File: config.mk
export PLATFORM = sky130hd
export DESIGN_NAME = load_store_unit
export DESIGN_NICKNAME = d
export VERILOG_FILES = /design/src/rtl/load_store_unit.sv
export SDC_FILE = /design/constraint.sdc
export NUM_CORES = 1
export LEC_CHECK = 0
export ABC_AREA = 1
export CAP_MARGIN = 15
export CORE_MARGIN = 2
export CORE_UTILIZATION = 40
export DETAILED_ROUTE_END_ITERATION = 6
export GPL_TIMING_DRIVEN = 0
export HOLD_SLACK_MARGIN = 0.06
export PLACE_DENSITY = 0.85
export REMOVE_ABC_BUFFERS = 1
export SYNTH_ARGS = -nofsm -noshare
export SYNTH_HDL_FRONTEND = slang
export SYNTH_SLANG_ARGS = --single-unit
File: constraint.sdc
create_clock -name clk -period 3.4 [get_ports clk]
set_input_delay 0.34 -clock clk [delete_from_list [all_inputs] [get_ports clk]]
set_output_delay 0.34 -clock clk [all_outputs]
set_load 0.05 [all_outputs]
File: src/rtl/load_store_unit.sv
// Memory-stage load/store unit: word-aligned requests with byte enables, lane-replicated
// store data and right-justified load data. Optional misalignment trap: PHILV_MISALIGN_TRAP_EN.
module load_store_unit #(
  parameter int N            = 32,
  parameter int TIMEOUT      = 255,
  parameter int OPCODE_WIDTH = 7,
  parameter int FUNCT3_WIDTH = 3,
  parameter logic [OPCODE_WIDTH-1:0] OPCODE_LOAD  = 7'b0000011,
  parameter logic [OPCODE_WIDTH-1:0] OPCODE_STORE = 7'b0100011
) (
  input  logic                    clk,
  input  logic                    rst,
  input  logic                    start,
  input  logic [OPCODE_WIDTH-1:0] opcode,
  input  logic [FUNCT3_WIDTH-1:0] funct3,
  input  logic [N-1:0]            addr,
  input  logic [N-1:0]            wdata,
  output logic                    stall,
  output logic                    done,
  output logic                    err,
  output logic [N-1:0]            rdata_out,
  output logic                    mem_req,
  output logic                    mem_we,
  output logic [N-1:0]            mem_addr,
  output logic [3:0]              mem_be,
  output logic [N-1:0]            mem_wdata,
  input  logic                    mem_gnt,
  input  logic                    mem_rvalid,
  input  logic [N-1:0]            mem_rdata
);

  localparam int CNT_W = $clog2(TIMEOUT + 1);

  typedef enum logic [1:0] {IDLE, REQ, WAIT, DONE} state_t;

  state_t           state_q, state_d;
  logic [CNT_W-1:0] cnt_q;
  logic [1:0]       size_q;
  logic [1:0]       off_q;
  logic             err_q;
  logic             abort;
  logic             mem_op;
  logic             is_store;
  logic             misaligned;
  logic             timeout_hit;
  logic [3:0]       be_calc;
  logic [N-1:0]     wdata_calc;
  logic [N-1:0]     load_shift;
  logic             unused_funct3;

  // The sign bit of funct3 belongs to the extension stage downstream.
  assign unused_funct3 = ^funct3[FUNCT3_WIDTH-1:2];

  assign is_store    = (opcode == OPCODE_STORE);
  assign mem_op      = start && ((opcode == OPCODE_LOAD) || is_store);
  assign timeout_hit = (cnt_q == CNT_W'(TIMEOUT - 1));

`ifdef PHILV_MISALIGN_TRAP_EN
  assign misaligned = ((funct3[1:0] == 2'b01) && addr[0]) ||
                      (funct3[1] && (addr[1:0] != 2'b00));
`else
  assign misaligned = 1'b0;
`endif

  always_comb begin
    be_calc    = 4'b1111;
    wdata_calc = wdata;
    case (funct3[1:0])
      2'b00: begin
        be_calc    = 4'b0001 << addr[1:0];
        wdata_calc = {4{wdata[7:0]}};
      end
      2'b01: begin
        be_calc    = 4'b0011 << {addr[1], 1'b0};
        wdata_calc = {2{wdata[15:0]}};
      end
      default: ;
    endcase
  end

  // Logical right shift only; sign/zero extension happens in the next stage.
  always_comb begin
    load_shift = mem_rdata;
    case (size_q)
      2'b00:   load_shift = mem_rdata >> {off_q, 3'b000};
      2'b01:   load_shift = mem_rdata >> {off_q[1], 4'b0000};
      default: ;
    endcase
  end

  always_ff @(posedge clk or posedge rst) begin
    if (rst) state_q <= IDLE;
    else     state_q <= state_d;
  end

  always_comb begin
    state_d = state_q;
    abort   = 1'b0;
    stall   = 1'b0;
    mem_req = 1'b0;
    done    = 1'b0;
    case (state_q)
      IDLE: begin
        if (mem_op) begin
          stall   = 1'b1;
          state_d = misaligned ? DONE : REQ;
        end
      end
      REQ: begin
        stall   = 1'b1;
        mem_req = 1'b1;
        if (mem_gnt) begin
          state_d = mem_we ? DONE : WAIT;
        end else if (timeout_hit) begin
          state_d = DONE;
          abort   = 1'b1;
        end
      end
      WAIT: begin
        stall = 1'b1;
        if (mem_rvalid) begin
          state_d = DONE;
        end else if (timeout_hit) begin
          state_d = DONE;
          abort   = 1'b1;
        end
      end
      DONE: begin
        done    = 1'b1;
        state_d = IDLE;
      end
      default: state_d = IDLE;
    endcase
  end

  assign err = (state_q == DONE) && err_q;

  // Entry to REQ is only from IDLE, so clearing in IDLE restarts the count per access.
  always_ff @(posedge clk or posedge rst) begin
    if (rst) begin
      cnt_q <= '0;
    end else if (state_q == IDLE) begin
      cnt_q <= '0;
    end else if ((state_q == REQ) || (state_q == WAIT)) begin
      cnt_q <= cnt_q + 1'b1;
    end
  end

  always_ff @(posedge clk or posedge rst) begin
    if (rst) begin
      mem_addr  <= '0;
      mem_be    <= '0;
      mem_wdata <= '0;
      mem_we    <= 1'b0;
      size_q    <= '0;
      off_q     <= '0;
      err_q     <= 1'b0;
      rdata_out <= '0;
    end else begin
      if ((state_q == IDLE) && mem_op) begin
        mem_addr  <= {addr[N-1:2], 2'b00};
        mem_be    <= be_calc;
        mem_wdata <= wdata_calc;
        mem_we    <= is_store;
        size_q    <= funct3[1:0];
        off_q     <= addr[1:0];
        err_q     <= misaligned;
      end
      if (abort) begin
        err_q     <= 1'b1;
        rdata_out <= '0;
      end else if ((state_q == WAIT) && mem_rvalid) begin
        rdata_out <= load_shift;
      end
    end
  end

endmodule

======== After elaboration in Yosys (flattened, before gate mapping) ========
Cells that the tools add are included.
word-level totals
  word-level logic and storage cells ...... 60
  output and inout bits ................... 105
  flip-flop bits (word level) ............. 114
  input port bits ......................... 111
cells by class
  equality and inequality tests ........... 9
  multiplexer cells ....................... 23
  add/subtract/negate cells ............... 1
  shifts and indexed selects .............. 4
  reduce and logical (&&, ||, !) cells .... 13
operators by type and width
  operator                                                           number
  32-bit case mux with 2 select lines                                2
  32-bit 2-to-1 mux                                                  2
  32-bit by 5-bit right shift with 32-bit output                     2
  8-bit 2-to-1 mux                                                   2
  1-bit 2-to-1 mux                                                   9
  8-bit by 1-bit adder with 8-bit output, second input constant      1
  8-bit == test, second input constant                               1
  2-bit 2-to-1 mux                                                   4
  2-bit case mux with 4 select lines                                 1
  4-bit case mux with 2 select lines                                 1
  7-bit by 2-bit == test with 1-bit output, second input constant    1
  7-bit by 6-bit == test with 1-bit output, second input constant    1
  2-bit by 1-bit == test with 1-bit output, second input constant    3
  2-bit logical NOT                                                  3
  2-bit nonzero test                                                 3
  2-bit == test, second input constant                               2
  1-bit logical AND                                                  4
  1-bit case mux with 2 select lines                                 2
  1-bit by 2-bit left shift with 4-bit output, first input constant  1
  2-bit by 2-bit left shift with 4-bit output, first input constant  1
  1-bit logical OR                                                   2
  2-bit != test, second input constant                               1
  2-bit OR reduction                                                 1

======== Longest topological paths before layout ========
Gate-level depths: netlist of the first run.
  word-level depth ........................ 6
  depth in mapped cells ................... 10
  depth with buffers taken out ............ 10

======== Least setup slack after synthesis of the first run ========
No wires, ideal clock.
  path kind ............................... reg-to-output
  start ................................... register state_q[0]
  end ..................................... output stall
  arrival ................................. 1.997 ns
  stages on the path, launching flop included .. 9
  path slack .............................. 1.063 ns
  required time ........................... 3.060 ns
  cell sequence ........................... dfrtp_1 -> inv_1 -> ha_1 -> inv_1 -> nor2_4 -> inv_2 -> buf_6 -> buf_6 -> a21oi_1
between the ends
  longest elaborated chain between the ends .. 3
  elaborated cells on any way between the ends .. 5
  classes of those cells .................. 2 x eq/ne; 1 x mux; 2 x reduce/logical
ends and longest elaborated chain
  what                                                                              RTL line  RTL
  start: declaration                                                                36        state_t state_q, state_d;
  start signal: assignment                                                          93        else state_q <= state_d;
  2-bit by 1-bit == test with 1-bit output / 2-bit == test (equally long branches)  102       case (state_q)
  2-bit OR reduction (no line)                                                      --
  1-bit case mux with 2 select lines *                                              102
  end: declaration                                                                  18        output logic stall,
Mark *: on every way between the ends. The rest lies on a longest branch, timed or not.

======== Worst setup path in the final report of the first run ========
Ends and elaborated chain as after synthesis.

==> results by group, run 1 <==
Global routing
  • First-pass GRT wire length: 26,200 um
  • Tot GR Track Use: 0.224
  • Met2 global-route usage: 0.369
  • Vias in the first global route: roughly 5.4k
  • Initial antenna violation count: 0
  • M1 GR Usage: 0.271
  • Pin count of the biggest net entering global routing: 90
  • Routing usage on met3: 0.0716
  • Grt ovf: 0
  • Busiest metal layer after global routing: met2

Job
  • Max-cap violations: 0

Setup path
  • Bufs and invs on worst path: 4
  • CP Cell Sequence: inv_1 > ha_1 > inv_1 > nor2_4 > inv_4 > a21oi_1 > clkdlybuf4s50_1
  • CP Data Required Time: between 3000 and 4000 ps
  • Crit end category: output port
  • CP max-delay cell: clkdlybuf4s50_1
  • Most numerous cell on the critical path: inv_1
  • Reg-to-Reg Start: size_q[1]
  • Max incr delay on CP: between 800 and 900 ps
  • WS Path Type: reg -> out
  • Crit path DAT: a little under 3000 ps
  • Nature of the critical path startpoint: flip-flop
  • Worst path top cell family by delay: buffers and inverters
  • Worst-path fanout max: 17
  • Worst Setup SP: state_q[0]

Logic synthesis
  • Synth area leaders: dfrtp_1, nand2_1, nand3_1, a21oi_1, inv_1
  • Syn Inst Count: approximately 740
  • #FFs+latches synth: about 110
  • YS warnings: 0
  • Commonest cells in the netlist: nand2_1, dfrtp_1, nand3_1
  • Most common cell in the netlist: nand2_1
  • Syn Std Cell Area: approximately 5700 um^2
  • Asr flop ratio synth: 1.00
  • Main synth FF type: dfrtp_1
  • Synth unique cells: 33
  • Register area share after synthesis: 0.505
  • Yosys top cell by area: dfrtp_1
  • Number of synthesized flops with an enable pin: 0
  • Post-synth top area share: 0.505
  • Mean Syn Cell Area: between 7 and 8 um^2

Finish
  • Post-Layout Cell Count: 1,133
  • Fillers: 1,165
  • Nets: about 1.1k
  • Layout area overhead: 51.3%
  • Diodes inserted: 0
  • Register Area: between 2000 and 3000 um^2
  • Area taken by multi-input logic gates: about 2400 um^2
  • Final instance area: approximately 8500 um^2
  • Share of cells above drive strength 1: 0.0525

Route
  • First drt pass iteration count: 5
  • DR vias/cell: between 4 and 5
  • Routed Wire Length: ~17,000 um
  • Routed WL per cell: 14.6 um
  • Via count: 5,654
  • DRC Markers: 0
  • Final ANT Viol Nets: 0
  • Initial DRC count: 376

Floorplanning
  • CORE AREA: 13,800 um^2
  • Starting Density: 0.409
  • Height of the die: 123 um
  • # rows: between 40 and 50
  • Die area: roughly 15,000 um^2
  • Die Wd: between 100 and 150 um
  • I/O pin count: 216

STA
  • Achievable Freq: approximately 0.3 GHz
  • Least-Margin Pin Slew: 957 ps
  • Final setup skew: 8.41 ps
  • # setup viols final: 0
  • Final WS setup: approximately 150 ps
  • Unrepaired setup endpoints after global routing: false
  • Final hold vios: 0
  • Fin. max-slew vios: 0
  • Slew headroom: 0.361
  • Final worst-path cycle share: 0.957
  • Setup total negative slack: 0 ps
  • Worst Hold Slack: about 290 ps
  • Tmin final: 3250 ps

Pwr
  • Combinational power share: 0.430
  • Net Sw Frac: 0.412
  • Seq pwr share: 0.288
  • PwrDens: ~790 nW/um^2
  • Sw power: 2.78 mW
  • Lkg Pwr: about 4.2 nW
  • Internal Power: between 3 and 4 mW
  • Worst VDD drop: 0.000487 V
  • Clock Power Share: 0.282

Clock network
  • Clk pin slew, worst setup/hold paths: roughly 60 ps
  • Root Buffer: clkbuf_16
  • Hold_buf cts: 0
  • Clock latency on the worst-skew pair: approximately 410 ps
  • Post-CTS setup buffers: 0
  • Post_cts resized: 0
  • CTS sink count: approximately 110
  • Cts bufs inserted: 17
  • H-tree levels: 4
  • Clk buf depth: 2
  • TritonCTS clock tree: built

Placement
  • Placed cell count: between 1k and 1.5k
  • Placed Instance Area: a little under 8000 um^2
  • Dpl ws: -187 ps
  • Placer congestion estimate: ~0.8
  • DPL Wire Length: 10,900 um
  • IO buf count: 212

Min path
  • Hold Crit Class: in -> async

Outcome
  • Outcome: finished, final reports clean
cell type report:
type,instances,share of cell area
timing repair buffer,217,0.261
clock buffer,21,0.0562
tap,180,0.0263
sequential,114,0.334
clock inverter,10,0.0181
multi-input combinational,540,0.281
inverter,51,0.0233
cell usage in the layout, fill, tap and decap left out, types with 2 or more instances in the layout:
master           synthesis  routed
a21oi_1                 45      45
and3_1                   2       2
buf_16                   0       3
buf_8                    0       2
bufinv_16                0       4
clkbuf_16                0      17
clkbuf_8                 0       4
clkdlybuf4s50_1          0     212
clkinv_2                 0       4
clkinvlp_4               0       2
conb_1                   1       2
dfrtp_1                114     114
ha_1                     8       8
inv_1                   47      46
inv_2                    3       2
nand2_1                294     294
nand2_2                  2       2
nand3_1                 77      77
nand3b_1                 2       2
nor2_1                  36      36
nor2_2                   1       3
nor3_1                   4       4
o21ai_0                 34      34
o21ai_1                 20      20
per-layer routing:
metal	vias up	wire length, um	share of wire
met1	2608	6800	0.41
met2	241	8020	0.49
met5	-	0	0
met4	0	320	0.019
met3	28	1360	0.083
li1	2777	-	-
power by group through the flow:
stage / Sequential [mW] / Clock [mW] / Combinational (mW)
2_1_floorplan: 2.96 / 0 / 0.823
3_3_place_gp: 1.94 / 0 / 2.83
3_5_place_dp: 1.96 / 0 / 2.87
4_1_cts: 1.94 / 1.94 / 2.90
5_1_grt: 1.99 / 2.00 / 3.10
6_report: 1.94 / 1.90 / 2.90
metrics by stage:
step                 util  power (mW)
finish              0.618        6.74
global route        0.618        7.08
CTS                 0.615        6.77
detailed placement  0.568        4.83
global placement    0.563        4.77
floorplan               -        3.79
flip-flops by register name, summed over array words and instances (netlist names):
signal	cells
rdata_out	32
err_q	1
mem_wdata	32
mem_we	1
cnt_q	8
mem_addr	30
off_q	2
mem_be	4
state_q	2
size_q	2
logic make-up (layout without fill, tap and decap cells):
family	after synthesis	in the layout	share of synthesized area
compound gates	104	104	0.0959
fa+ha+maj	8	8	0.0177
buf+inv	91	299	0.0731
flops	114	114	0.505
other cells	1	2	0.000664
simple gates	424	426	0.308
worst paths after layout:
kind	end	slack [ps]	cells past startpoint
setup / recovery	stall	150	7
hold / removal	mem_addr[17]	290	2
setup reg to reg	rdata_out[13]	760	8
hold reg to reg	mem_addr[3]	470	2
max in group asynchronous	rdata_out[1]	2370	3
min in group clk	mem_addr[3]	470	2
No activity file was read; power rests on OpenSTA's default activity.
==> inputs of run 2 (changes only) <==
- GPL_ROUTABILITY_DRIVEN: default -> 0
==> results of run 2 <==
No change in the layout: final DEF, timing and power equal those of run 1.
==> inputs of run 3 (changes only) <==
- MAX_ROUTING_LAYER: default -> met4
==> run 3 against run 2 <==
Effect of this change: first-iteration DRC count shrank 2.1%; sequential power is essentially flat; worst setup slack gained 1.1 ps; largest cell class unchanged; register-to-register slack gained 40 ps; global-route usage grew 0.65 points; via count shrank 1.1%; wire length shrank 0.75%; power is essentially flat; hold slack lost 2.5 ps; clock skew is essentially flat.
==> results by group, run 3 (synthesis gave the netlist of run 1 again) <==
Outcome
  • Outcome: finished, final reports clean

Global routing
  • Pin count of the biggest net entering global routing: 90 (unchanged)
  • Initial antenna violation count: 0 (unchanged)
  • First-pass GRT wire length: 26,200 um (-0.32%)
  • Grt ovf: 0 (unchanged)
  • Vias in the first global route: 5,434 (+0.24%)
  • Tot GR Track Use: 0.231 (+0.00649)

STA
  • # setup viols final: 0 (unchanged)
  • Unrepaired setup endpoints after global routing: false
  • Final hold vios: 0 (unchanged)
  • Slew headroom: 0.369 (+0.00834)
  • Fin. max-slew vios: 0 (unchanged)
  • Setup total negative slack: 0 ps (unchanged)
  • Final worst-path cycle share: 0.957 (about the same)
  • Least-Margin Pin Slew: 945 ps (-12.5 ps)
  • Achievable Freq: 0.307 GHz (about the same)
  • Tmin final: 3250 ps (-1.11 ps)
  • Final setup skew: 8.57 ps (+0.156 ps)

Finish
  • Most frequent cells in the layout: nand2_1, clkdlybuf4s50_1, dfrtp_1
  • Layout area overhead: 51.3% (unchanged)
  • Post-Layout Cell Count: 1,133 (unchanged)
  • Diodes inserted: 0 (unchanged)
  • Final instance area: 8550 um^2 (unchanged)
  • Nets: 1,060 (unchanged)
  • Biggest regs: mem_wdata (32), rdata_out (32), mem_addr (30)
  • Commonest non-fill, non-tap cell in the layout: nand2_1
  • Share of cells above drive strength 1: 0.0525 (unchanged)

Clock network
  • TritonCTS clock tree: built
  • Clk buf depth: 2 (unchanged)
  • H-tree levels: 4 (unchanged)
  • Clk pin slew, worst setup/hold paths: 50 ps (about the same)
  • Cts bufs inserted: 17 (unchanged)
  • Root Buffer: clkbuf_16
  • CTS sink count: 114 (unchanged)
  • Clock latency on the worst-skew pair: 400 ps (about the same)

Floorplanning
  • # rows: 43 (unchanged)
  • Height of the die: 123 um (unchanged)
  • CORE AREA: 13,800 um^2 (unchanged)
  • Die area: 15,100 um^2 (unchanged)
  • I/O pin count: 216 (unchanged)
  • Die Wd: 123 um (unchanged)
  • Starting Density: 0.409 (unchanged)

Setup path
  • WS Path Type: reg -> out
  • Setup crit end: stall
  • Nature of the critical path startpoint: flip-flop
  • Crit path DAT: 2910 ps (about the same)
  • Worst Setup SP: state_q[0]
  • Reg2reg setup slack: 800 ps (+40 ps)
  • Crit end category: output port
  • Reg-to-Reg End: rdata_out[13]
  • CP Data Required Time: 3060 ps (about the same)
  • R2R cell count: 8 (unchanged)
  • Reg-to-Reg Start: size_q[1]
  • Worst-path fanout max: 17 (unchanged)

Job
  • Max-cap violations: 0 (unchanged)

Placement
  • Placed Instance Area: 7860 um^2 (unchanged)
  • Placed cell count: 1,098 (unchanged)
  • DPL Wire Length: 10,900 um (unchanged)
  • IO buf count: 212 (unchanged)

Route
  • Via count: 5,594 (-1.1%)
  • Max Used Layer: met4
  • Routed wl met3: 1180 um (-14%)
  • DRC Markers: 0 (unchanged)
  • Final ANT Viol Nets: 0 (unchanged)
  • Routed Wire Length: 16,400 um (-0.75%)
  • Routed WL per cell: 14.5 um (-0.75%)
  • First drt pass iteration count: 5 (unchanged)
  • DR vias/cell: 4.94 (-1.1%)
  • Routed wl met2: 7940 um (-1.0%)
  • Initial DRC count: 368 (-2.1%)
  • Metal-1 WL: 7000 um (+3.1%)

Pwr
  • PwrDens: 788 nW/um^2 (about the same)
  • Lkg Pwr: 4.16 nW (unchanged)
  • Worst VDD drop: 0.000488 V (+0.18%)

Min path
  • Hold Crit Class: in -> async
-- run 3: cell counts in the layout (fill, tap and decap cells not counted) --
Identical to the previous run, type by type.
-- run 3: how the worst min path moves through the flow --
stage	from	end	slack (ps)
2_1_floorplan	err_q	err_q	440
3_3_place_gp	mem_addr[21]	mem_addr[21]	450
3_5_place_dp	mem_addr[30]	mem_addr[30]	460
4_1_cts	rst	mem_addr[28]	280
5_1_grt	rst	mem_addr[15]	300
6_report	rst	mem_addr[15]	280
-- run 3: area by class of cell --
cell class	instances	area, um^2
tap	180	225
timing repair buffer	217	2230
multi-input combinational	540	2400
fill	1165	5280
clock buffer	21	480
sequential	114	2850
inverter	51	199
clock inverter	10	155
-- run 3: stage by stage --
| step | util | hold slack, ps | power, mW | worst slack (ps) |
|---|---|---|---|---|
| 6_report | 0.618 | 284 | 6.74 | 146 |
| 5_1_grt | 0.618 | 304 | 7.08 | 22.6 |
| 4_1_cts | 0.615 | 282 | 6.77 | 137 |
| 3_5_place_dp | 0.568 | 459 | 4.83 | -187 |
| 3_3_place_gp | 0.563 | 453 | 4.77 | -1710 |
| 2_1_floorplan | - | 442 | 3.79 | 44.3 |
-- run 3: critical path, stage by stage (launching register included) --
cell             delay [ps]
dfrtp_1                 420
inv_1                   140
ha_1                    200
inv_1                   150
nor2_4                  340
inv_4                   180
a21oi_1                 220
clkdlybuf4s50_1         850
-- run 3: routing by layer --
metal  up-vias  track usage
li1       2776            -
met1      2581        0.277
met2       219        0.370
met3        18       0.0599
met4         0       0.0934
met5         -            -
-- run 3: power breakdown --
part           switching (mW)  internal, mW  total (mW)
Clock                   0.607          1.29        1.90
Combinational            1.92         0.975        2.89
Sequential              0.244          1.70        1.94
Total                    2.77          3.97        6.74
-- run 3: repair_timing --
action / in CTS / in global routing
hold buffers: 0 / 0
endpoints found under the setup margin: 1 / 0
resized for setup: 0 / 0
buffers inserted: 0 / 0
